[src/rtl/manchester_encoder.sv]
// Manchester line encoder: frames bytes as preamble -> MSB-first data -> idle gap on one wire.
// Latency: byte accepted at cycle N -> PREAMBLE state at N+1 -> first half-bit on the line at N+2.
// Backpressure: tx_ready_o drops while the one-byte holding register is full; enable_i=0 freezes the line.
//
// Ports:
//   clock_i, reset_n_i       clock and asynchronous active-low reset
//   enable_i                 0 freezes FSM, counters and line level; the byte handshake still works
//   tx_data_i/_valid_i/_last_i, tx_ready_o   byte input handshake (last marks the final byte of a frame)
//   manchester_out_o         registered Manchester line (bit 1 = low then high), idles low
//   tx_active_o              high during PREAMBLE, DATA and GAP
//   bit_strobe_o             one-cycle pulse, aligned with the first half of every preamble/data bit
//   underrun_o               one-cycle pulse when a frame aborts because no byte is ready at a byte boundary
module manchester_encoder #(
    parameter int         HALF_BIT_CYCLES = 4,
    parameter logic [7:0] PREAMBLE        = 8'hAA,
    parameter int         PREAMBLE_BITS   = 8,
    parameter int         GAP_BITS        = 4
) (
    input  logic       clock_i,
    input  logic       reset_n_i,
    input  logic       enable_i,
    input  logic [7:0] tx_data_i,
    input  logic       tx_valid_i,
    input  logic       tx_last_i,
    output logic       tx_ready_o,
    output logic       manchester_out_o,
    output logic       tx_active_o,
    output logic       bit_strobe_o,
    output logic       underrun_o
);

    localparam int HCW = (HALF_BIT_CYCLES > 1) ? $clog2(HALF_BIT_CYCLES) : 1;
    localparam int BCW = ($clog2(GAP_BITS + 1) > 4) ? $clog2(GAP_BITS + 1) : 4;
    localparam logic [HCW-1:0] HALF_MAX  = HCW'(HALF_BIT_CYCLES - 1);
    localparam logic [BCW-1:0] PRE_LAST  = BCW'(PREAMBLE_BITS - 1);
    localparam logic [BCW-1:0] GAP_LAST  = BCW'(GAP_BITS - 1);
    localparam logic [BCW-1:0] DATA_LAST = BCW'(7);

    typedef enum logic [1:0] {S_IDLE, S_PRE, S_DATA, S_GAP} state_t;

    state_t         state_q, state_d;
    logic [HCW-1:0] half_cnt_q, half_cnt_d;
    logic           phase_q, phase_d;
    logic [BCW-1:0] bit_cnt_q, bit_cnt_d;
    logic [7:0]     shift_q, shift_d;
    logic           last_q, last_d;
    logic [7:0]     hold_dat_q, hold_dat_d;
    logic           hold_last_q, hold_last_d;
    logic           hold_full_q, hold_full_d;
    logic           line_q, line_d;
    logic           strobe_q, strobe_d;
    logic           underrun_q, underrun_d;

    logic load;       // shift register takes the holding byte this cycle
    logic accept;
    logic bit_end;
    logic bit_start;
    logic pre_bit;

    // Preamble is sent MSB first, so bit_cnt selects from the top down.
    assign pre_bit   = |(PREAMBLE & (8'h80 >> bit_cnt_q[2:0]));
    assign bit_end   = (half_cnt_q == HALF_MAX) && phase_q;
    assign bit_start = (half_cnt_q == '0) && !phase_q;

    always_comb begin
        state_d    = state_q;
        half_cnt_d = half_cnt_q;
        phase_d    = phase_q;
        bit_cnt_d  = bit_cnt_q;
        shift_d    = shift_q;
        last_d     = last_q;
        line_d     = line_q;
        strobe_d   = 1'b0;
        underrun_d = 1'b0;
        load       = 1'b0;
        if (enable_i) begin
            line_d = 1'b0;
            if (state_q != S_IDLE) begin
                if (half_cnt_q == HALF_MAX) begin
                    half_cnt_d = '0;
                    phase_d    = ~phase_q;
                end else begin
                    half_cnt_d = half_cnt_q + 1'b1;
                end
            end
            case (state_q)
                S_IDLE: begin
                    // In IDLE the holding register is either full or ready, so a valid byte
                    // is being accepted this very cycle; starting now saves a cycle of latency.
                    if (hold_full_q || tx_valid_i) begin
                        state_d    = S_PRE;
                        bit_cnt_d  = '0;
                        half_cnt_d = '0;
                        phase_d    = 1'b0;
                    end
                end
                S_PRE: begin
                    line_d   = ~(pre_bit ^ phase_q);
                    strobe_d = bit_start;
                    if (bit_end) begin
                        if (bit_cnt_q == PRE_LAST) begin
                            bit_cnt_d = '0;
                            if (hold_full_q) begin
                                load    = 1'b1;
                                state_d = S_DATA;
                            end else begin
                                underrun_d = 1'b1;
                                state_d    = S_GAP;
                            end
                        end else begin
                            bit_cnt_d = bit_cnt_q + 1'b1;
                        end
                    end
                end
                S_DATA: begin
                    line_d   = ~(shift_q[7] ^ phase_q);
                    strobe_d = bit_start;
                    if (bit_end) begin
                        shift_d = shift_q << 1;
                        if (bit_cnt_q == DATA_LAST) begin
                            bit_cnt_d = '0;
                            if (last_q) begin
                                state_d = S_GAP;
                            end else if (hold_full_q) begin
                                load = 1'b1;
                            end else begin
                                underrun_d = 1'b1;
                                state_d    = S_GAP;
                            end
                        end else begin
                            bit_cnt_d = bit_cnt_q + 1'b1;
                        end
                    end
                end
                S_GAP: begin
                    if (bit_end) begin
                        if (bit_cnt_q == GAP_LAST) begin
                            bit_cnt_d = '0;
                            state_d   = S_IDLE;
                        end else begin
                            bit_cnt_d = bit_cnt_q + 1'b1;
                        end
                    end
                end
                default: state_d = S_IDLE;
            endcase
            if (load) begin
                shift_d = hold_dat_q;
                last_d  = hold_last_q;
            end
        end
    end

    // Holding register: a load empties it and a same-cycle accept refills it.
    assign tx_ready_o = ~hold_full_q | load;
    assign accept     = tx_valid_i && tx_ready_o;

    always_comb begin
        hold_full_d = hold_full_q;
        hold_dat_d  = hold_dat_q;
        hold_last_d = hold_last_q;
        if (load) begin
            hold_full_d = 1'b0;
        end
        if (accept) begin
            hold_full_d = 1'b1;
            hold_dat_d  = tx_data_i;
            hold_last_d = tx_last_i;
        end
    end

    always_ff @(posedge clock_i or negedge reset_n_i) begin
        if (!reset_n_i) begin
            state_q     <= S_IDLE;
            half_cnt_q  <= '0;
            phase_q     <= 1'b0;
            bit_cnt_q   <= '0;
            shift_q     <= '0;
            last_q      <= 1'b0;
            hold_dat_q  <= '0;
            hold_last_q <= 1'b0;
            hold_full_q <= 1'b0;
            line_q      <= 1'b0;
            strobe_q    <= 1'b0;
            underrun_q  <= 1'b0;
        end else begin
            state_q     <= state_d;
            half_cnt_q  <= half_cnt_d;
            phase_q     <= phase_d;
            bit_cnt_q   <= bit_cnt_d;
            shift_q     <= shift_d;
            last_q      <= last_d;
            hold_dat_q  <= hold_dat_d;
            hold_last_q <= hold_last_d;
            hold_full_q <= hold_full_d;
            line_q      <= line_d;
            strobe_q    <= strobe_d;
            underrun_q  <= underrun_d;
        end
    end

    assign manchester_out_o = line_q;
    assign tx_active_o      = (state_q != S_IDLE);
    assign bit_strobe_o     = strobe_q;
    assign underrun_o       = underrun_q;

endmodule
[config.mk]
export PLATFORM = sky130hd
export DESIGN_NAME = manchester_encoder
export DESIGN_NICKNAME = d
export VERILOG_FILES = /design/src/rtl/manchester_encoder.sv
export SDC_FILE = /design/constraint.sdc
export NUM_CORES = 1
export LEC_CHECK = 0
export ABC_AREA = 0
export ABC_CLOCK_PERIOD_IN_PS = 3110
export BUFFER_PORTS_ARGS = -buffer_cell sky130_fd_sc_hd__buf_2
export CAP_MARGIN = 15
export CORE_MARGIN = 1.5
export CORE_UTILIZATION = 60
export CTS_CLUSTER_DIAMETER = 80
export DETAILED_ROUTE_END_ITERATION = 12
export GPL_ROUTABILITY_DRIVEN = 0
export GPL_TIMING_DRIVEN = 0
export HOLD_SLACK_MARGIN = 0.12
export PLACE_DENSITY = 0.81
export RECOVER_POWER = 25
export SYNTH_ARGS = -nofsm -noshare
export SYNTH_HDL_FRONTEND = slang
export SYNTH_SLANG_ARGS = --single-unit
[constraint.sdc]
create_clock -name clock_i -period 3.11 [get_ports clock_i]
set_input_delay 0.4665 -clock clock_i [delete_from_list [all_inputs] [get_ports clock_i]]
set_output_delay 0.4665 -clock clock_i [all_outputs]
set_load 0.05 [all_outputs]
# --- Word level (Yosys, flattened, before mapping) ---
# Index checks and enable logic that the tools add are counted.
word_totals:
  reg_bits: 31
  in_bits: 13
  out_inout_bits: 5
op_classes:
  addsub: 2
  eq_ne: 15
  shift: 1
  n_mux: 50
  n_bitwise: 7
  reduce_logical: 17
op_table:
  columns: ["cell", "count"]
  rows:
  - ["$mux 2", 13]
  - ["$mux 1", 24]
  - ["$mux 8", 3]
  - ["$mux 4", 5]
  - ["$ne 2x2->1 const B", 7]
  - ["$pmux 4 s3", 1]
  - ["$reduce_and 9->1", 1]
  - ["$pmux 2 s4", 1]
  - ["$reduce_bool 2->1", 4]
  - ["$shr 8x3->8 const A", 1]
  - ["$eq 2x2->1 const B", 3]
  - ["$pmux 1 s2", 3]
  - ["$add 4x1->4 const B", 1]
  - ["$eq 4x2->1 const B", 1]
  - ["$eq 4x3->1 const B", 1]
  - ["$logic_not 2->1", 2]
  - ["$not 1->1", 4]
  - ["$reduce_and 4->1", 1]
  - ["$reduce_or 4->1", 1]
  - ["$logic_and 1x1->1", 3]
  - ["$ne 3x3->1 const B", 1]
  - ["$reduce_and 3->1", 1]
  - ["$add 2x1->2 const B", 1]
  - ["$eq 2x1->1 const B", 1]
  - ["7 further kinds", 8]

# --- Logic depth before layout (Yosys ltp) ---
logic_depth:
  depth_word: 10
  ltp_mapped: 7
  depth_no_buf: 6

# --- Least setup slack after synthesis ---
# No wires, ideal clock.
synth_timing:
  path_type: "register -> output"
  startpoint: "register half_cnt_q[0]"
  endpoint: "output tx_ready_o"
  t_arrival_ps: 1602
  required_ps: 2643
  setup_slack_ps: 1042
  stages_incl_launch_ff: 6
  n_path_buf: 0
  path_cell_list: "dfrtp_1 > ha_1 > ha_1 > nand4b_4 > a211o_1 > nand2_1"
synth_via:
  elab_chain_cells: 7
synth_lines:
  columns: ["element", "line", "source"]
  rows:
  - ["start, declared", "42", "logic [HCW-1:0] half_cnt_q, half_cnt_d;"]
  - ["start signal, assigned", "188", "half_cnt_q <= half_cnt_d;"]
  - ["$eq 2x2->1 (*)", "62", "assign bit_end = (half_cnt_q == HALF_MAX) && phase_q;"]
  - ["$logic_and 1x1->1 (*)", "62", null]
  - ["$mux 1 (on tied branches)", "118, 100", null]
  - ["$pmux 1 s2 (*)", "86", "case (state_q)"]
  - ["$mux 1 (*) (2 in a row)", "76", "if (enable_i) begin"]
  - ["$or 1x1->1 (*)", "155", "assign tx_ready_o = ~hold_full_q | load;"]
  - ["end, declared", "25", "output logic tx_ready_o,"]
# Every way passes the cells marked *; elsewhere a longest branch is shown, timed or not. The select of a mux whose other input is x is not followed.

# --- Final worst setup path ---
# Same ends and word-level chain as after synthesis.

==> impl_metrics.csv <==
group,metric,value,unit
sta,period_minus_slack,2.58,ns
floorplan,core-area,0.00252,sq mm
clock_network,cts_root_buf,"clkbuf_4",
finish,multi_input_area,788,sq um
run_status,violations,"max-capacitance violations, max-slew violations",
sta,hold_viol,0,
clock_network,post-cts-setup-buffers,0,
sta,setup-tns-final,0,ns
global_routing,grt_pass1_vias,1107,
yosys,synth_top_family_by_area,"compound AO/OA/AOI/OAI gates",
setup_path,cp_common_cell,"ha_1",
yosys,muxShareOfSynthArea,0.103,
yosys,synth_seq_cells,31,
setup_path,critical_path_arrival,2.12,ns
routing,first_pass_iters,4,
sta,rsz0062_at_grt,"no",
yosys,ys.flop_type,"dfrtp_1",
yosys,synth_xor_area_frac,0.0107,
setup_path,max_stage_delay,0.41,ns
clock_network,cts_tree,"built",
routing,final_antenna_net_count,0,
clock_network,cts_resized,0,
clock_network,numClockSinks,31,
floorplan,die_area,0.00304,sq mm
finish,final_cell_mix,"dfrtp_1 (31), buf_2 (16), inv_1 (12)",
finish,layout-drive-gt1-share,0.226,
clock_network,path_clk_slew,0.09,ns
clock_network,hold_buffers,0,
power,power_leakage,0.000919,uW
yosys,synth_cell_types,44,
setup_path,timing.critical_path.required,2.64,ns
global_routing,grt_overflow,0,
hold_path,hold_path_class,"in2reg",
clock_network,clockBufferDepth,2,
global_routing,grt_usage,0.241,
finish,design_area,0.00181,sq mm
finish,layout_commonest_cell,"dfrtp_1",
setup_path,crit_type,"reg2out",
power,p_per_area,824,mW/mm^2
global_routing,grt_start_max_net_pins,32,
power,power,1490,uW
yosys,syn_area,0.00163,sq mm
yosys,synth_compound_area_frac,0.184,
clock_network,ctsHtreeMaxLevel,2,
clock_network,clk_latency,0.33,ns
yosys,synth_edf_count,0,
routing,vias,1163,
yosys,syn_area_per_cell,12.0,sq um
routing,routed_wirelength,3200,um
routing,drcViolationCount,0,
finish,fillers,193,
finish,antennaDiodeCount,0,
sta,period_share,0.830,
setup_path,crit_chain,"ha_1 -> ha_1 -> nand4b_4 -> a211o_1 -> nand2_1 -> buf_2",
run_status,outcome,"finished with violations",
floorplan,die_w,55.2,um
setup_path,critPathLaunchType,"flop",
setup_path,crit_start,"half_cnt_q[0]",
hold_path,holdCritStartpoint,"tx_data_i[5]",
setup_path,critPathSlowestCell,"dfrtp_1",
placed_design,place_hpwl,2310,um
placed_design,dpl_cell_area,0.00175,sq mm
floorplan,start_util,0.647,
clock_network,cts-buffers-inserted,5,
yosys,yosysWarnings,0,
yosys,yosys.area_share.simple,0.108,
finish,nets,182,
setup_path,r2r-start,"half_cnt_q[0]",
sta,fmax,0.387,GHz
setup_path,end_kind,"primary output",
placed_design,dp_slack,0.898,ns
finish,regArea,776,sq um
sta,drv_slew,32,
yosys,synthCells,136,
global_routing,grt_pass1_wl,4980,um
sta,fin_ws,0.527,ns
sta,relSlewSlack,-0.0665,
sta,fin_skew,0.00435,ns
routing,via_per_inst,6.15,
placed_design,port_buffers,16,
sta,setup_viol,0,
floorplan,die_y,55.2,um
routing,drtIter0Drc,18,
sta,tightest_slew,1.60,ns
yosys,synth_nets,159,
power,peakVddDrop,602,uV
global_routing,antenna_found_initial,0,
yosys,synthAdderAreaFrac,0.0766,
routing,wire_per_inst,16.9,um
finish,areaGrowthSynthToFinish,10.6,%
floorplan,rows,18,
finish,fin_util,0.716,
setup_path,worstPathMaxFanout,6,
yosys,yosysSeqAreaShare,0.475,
yosys,async_reset_ff_frac,1.00,
floorplan,ios,18,
run,maxCapViolations,1,
power by group:
group	switching, uW	total (uW)	leakage (uW)	internal, uW
clock network	135	239	0.0000341	105
logic	367	630	0.000489	263
registers	101	619	0.000396	519
final cells by class:
type / instances / area share
Clock buffer: 6 / 0.0284
Buffer: 4 / 0.0132
Inverter: 12 / 0.0249
Tap cell: 30 / 0.0208
Sequential cell: 31 / 0.430
Clock inverter: 1 / 0.00277
Multi-Input combinational cell: 89 / 0.437
Timing Repair Buffer: 16 / 0.0437
layer usage:
layer / wire length, um / GRT usage / share of wire / vias up
li1: - / - / - / 554
met1: 1470 / 0.296 / 0.46 / 575
met2: 1540 / 0.381 / 0.48 / 25
met3: 128 / 0.0833 / 0.040 / 9
met4: 61 / 0.110 / 0.019 / 0
met5: 0 / 0 / 0 / -
kinds of logic after synthesis:
family / after synthesis
compound gates: 38
xor+xnor: 2
fa+ha+maj: 10
buf+inv: 16
flops: 31
mux: 12
simple gates: 27
path summary, 6_finish.rpt:
kind / end / slack, ns / cells past startpoint
max: tx_ready_o / 0.53 / 6
min: hold_dat_q[5] / 0.36 / 2
max reg2reg: hold_dat_q[2] / 0.92 / 7
min reg2reg: last_q / 0.52 / 1
max in group asynchronous: bit_cnt_q[2] / 1.66 / 1
min in group asynchronous: shift_q[4] / 0.52 / 1
sequential cells by signal (all words and copies together) (netlist names):
| register | count |
|---|---|
| underrun_o | 1 |
| phase_q | 1 |
| hold_last_q | 1 |
| shift_q | 8 |
| state_q | 2 |
| half_cnt_q | 2 |
| hold_full_q | 1 |
| bit_strobe_o | 1 |
| hold_dat_q | 8 |
| manchester_out_o | 1 |
| bit_cnt_q | 4 |
| last_q | 1 |
cells in the mapped netlist, types with 3 or more instances:
cell type / count / area, sq um
a2bb2oi_1: 8 / 70.1
nand2_1: 5 / 18.8
o22ai_1: 8 / 50.1
mux2_4: 9 / 135
a211o_1: 3 / 26.3
inv_1: 12 / 45.0
ha_1: 10 / 125
nor2_1: 5 / 18.8
nand3_1: 3 / 15.0
a22o_1: 4 / 35.0
dfrtp_1: 31 / 776
per-stage QoR:
step                std cells  hold WS, ns
floorplan                 136        0.171
global placement          182        0.479
detailed placement        182        0.496
CTS                       189        0.166
global route              189        0.347
finish                    189        0.357
worst max-delay path: cells and delay by family (launching register included):
family,cells,cell delay (ns)
simple gates,2,0.26
compound gates,1,0.33
flops,1,0.41
fa+ha+maj,2,0.53
buf+inv,1,0.26
(Power assumes the default switching activity.)
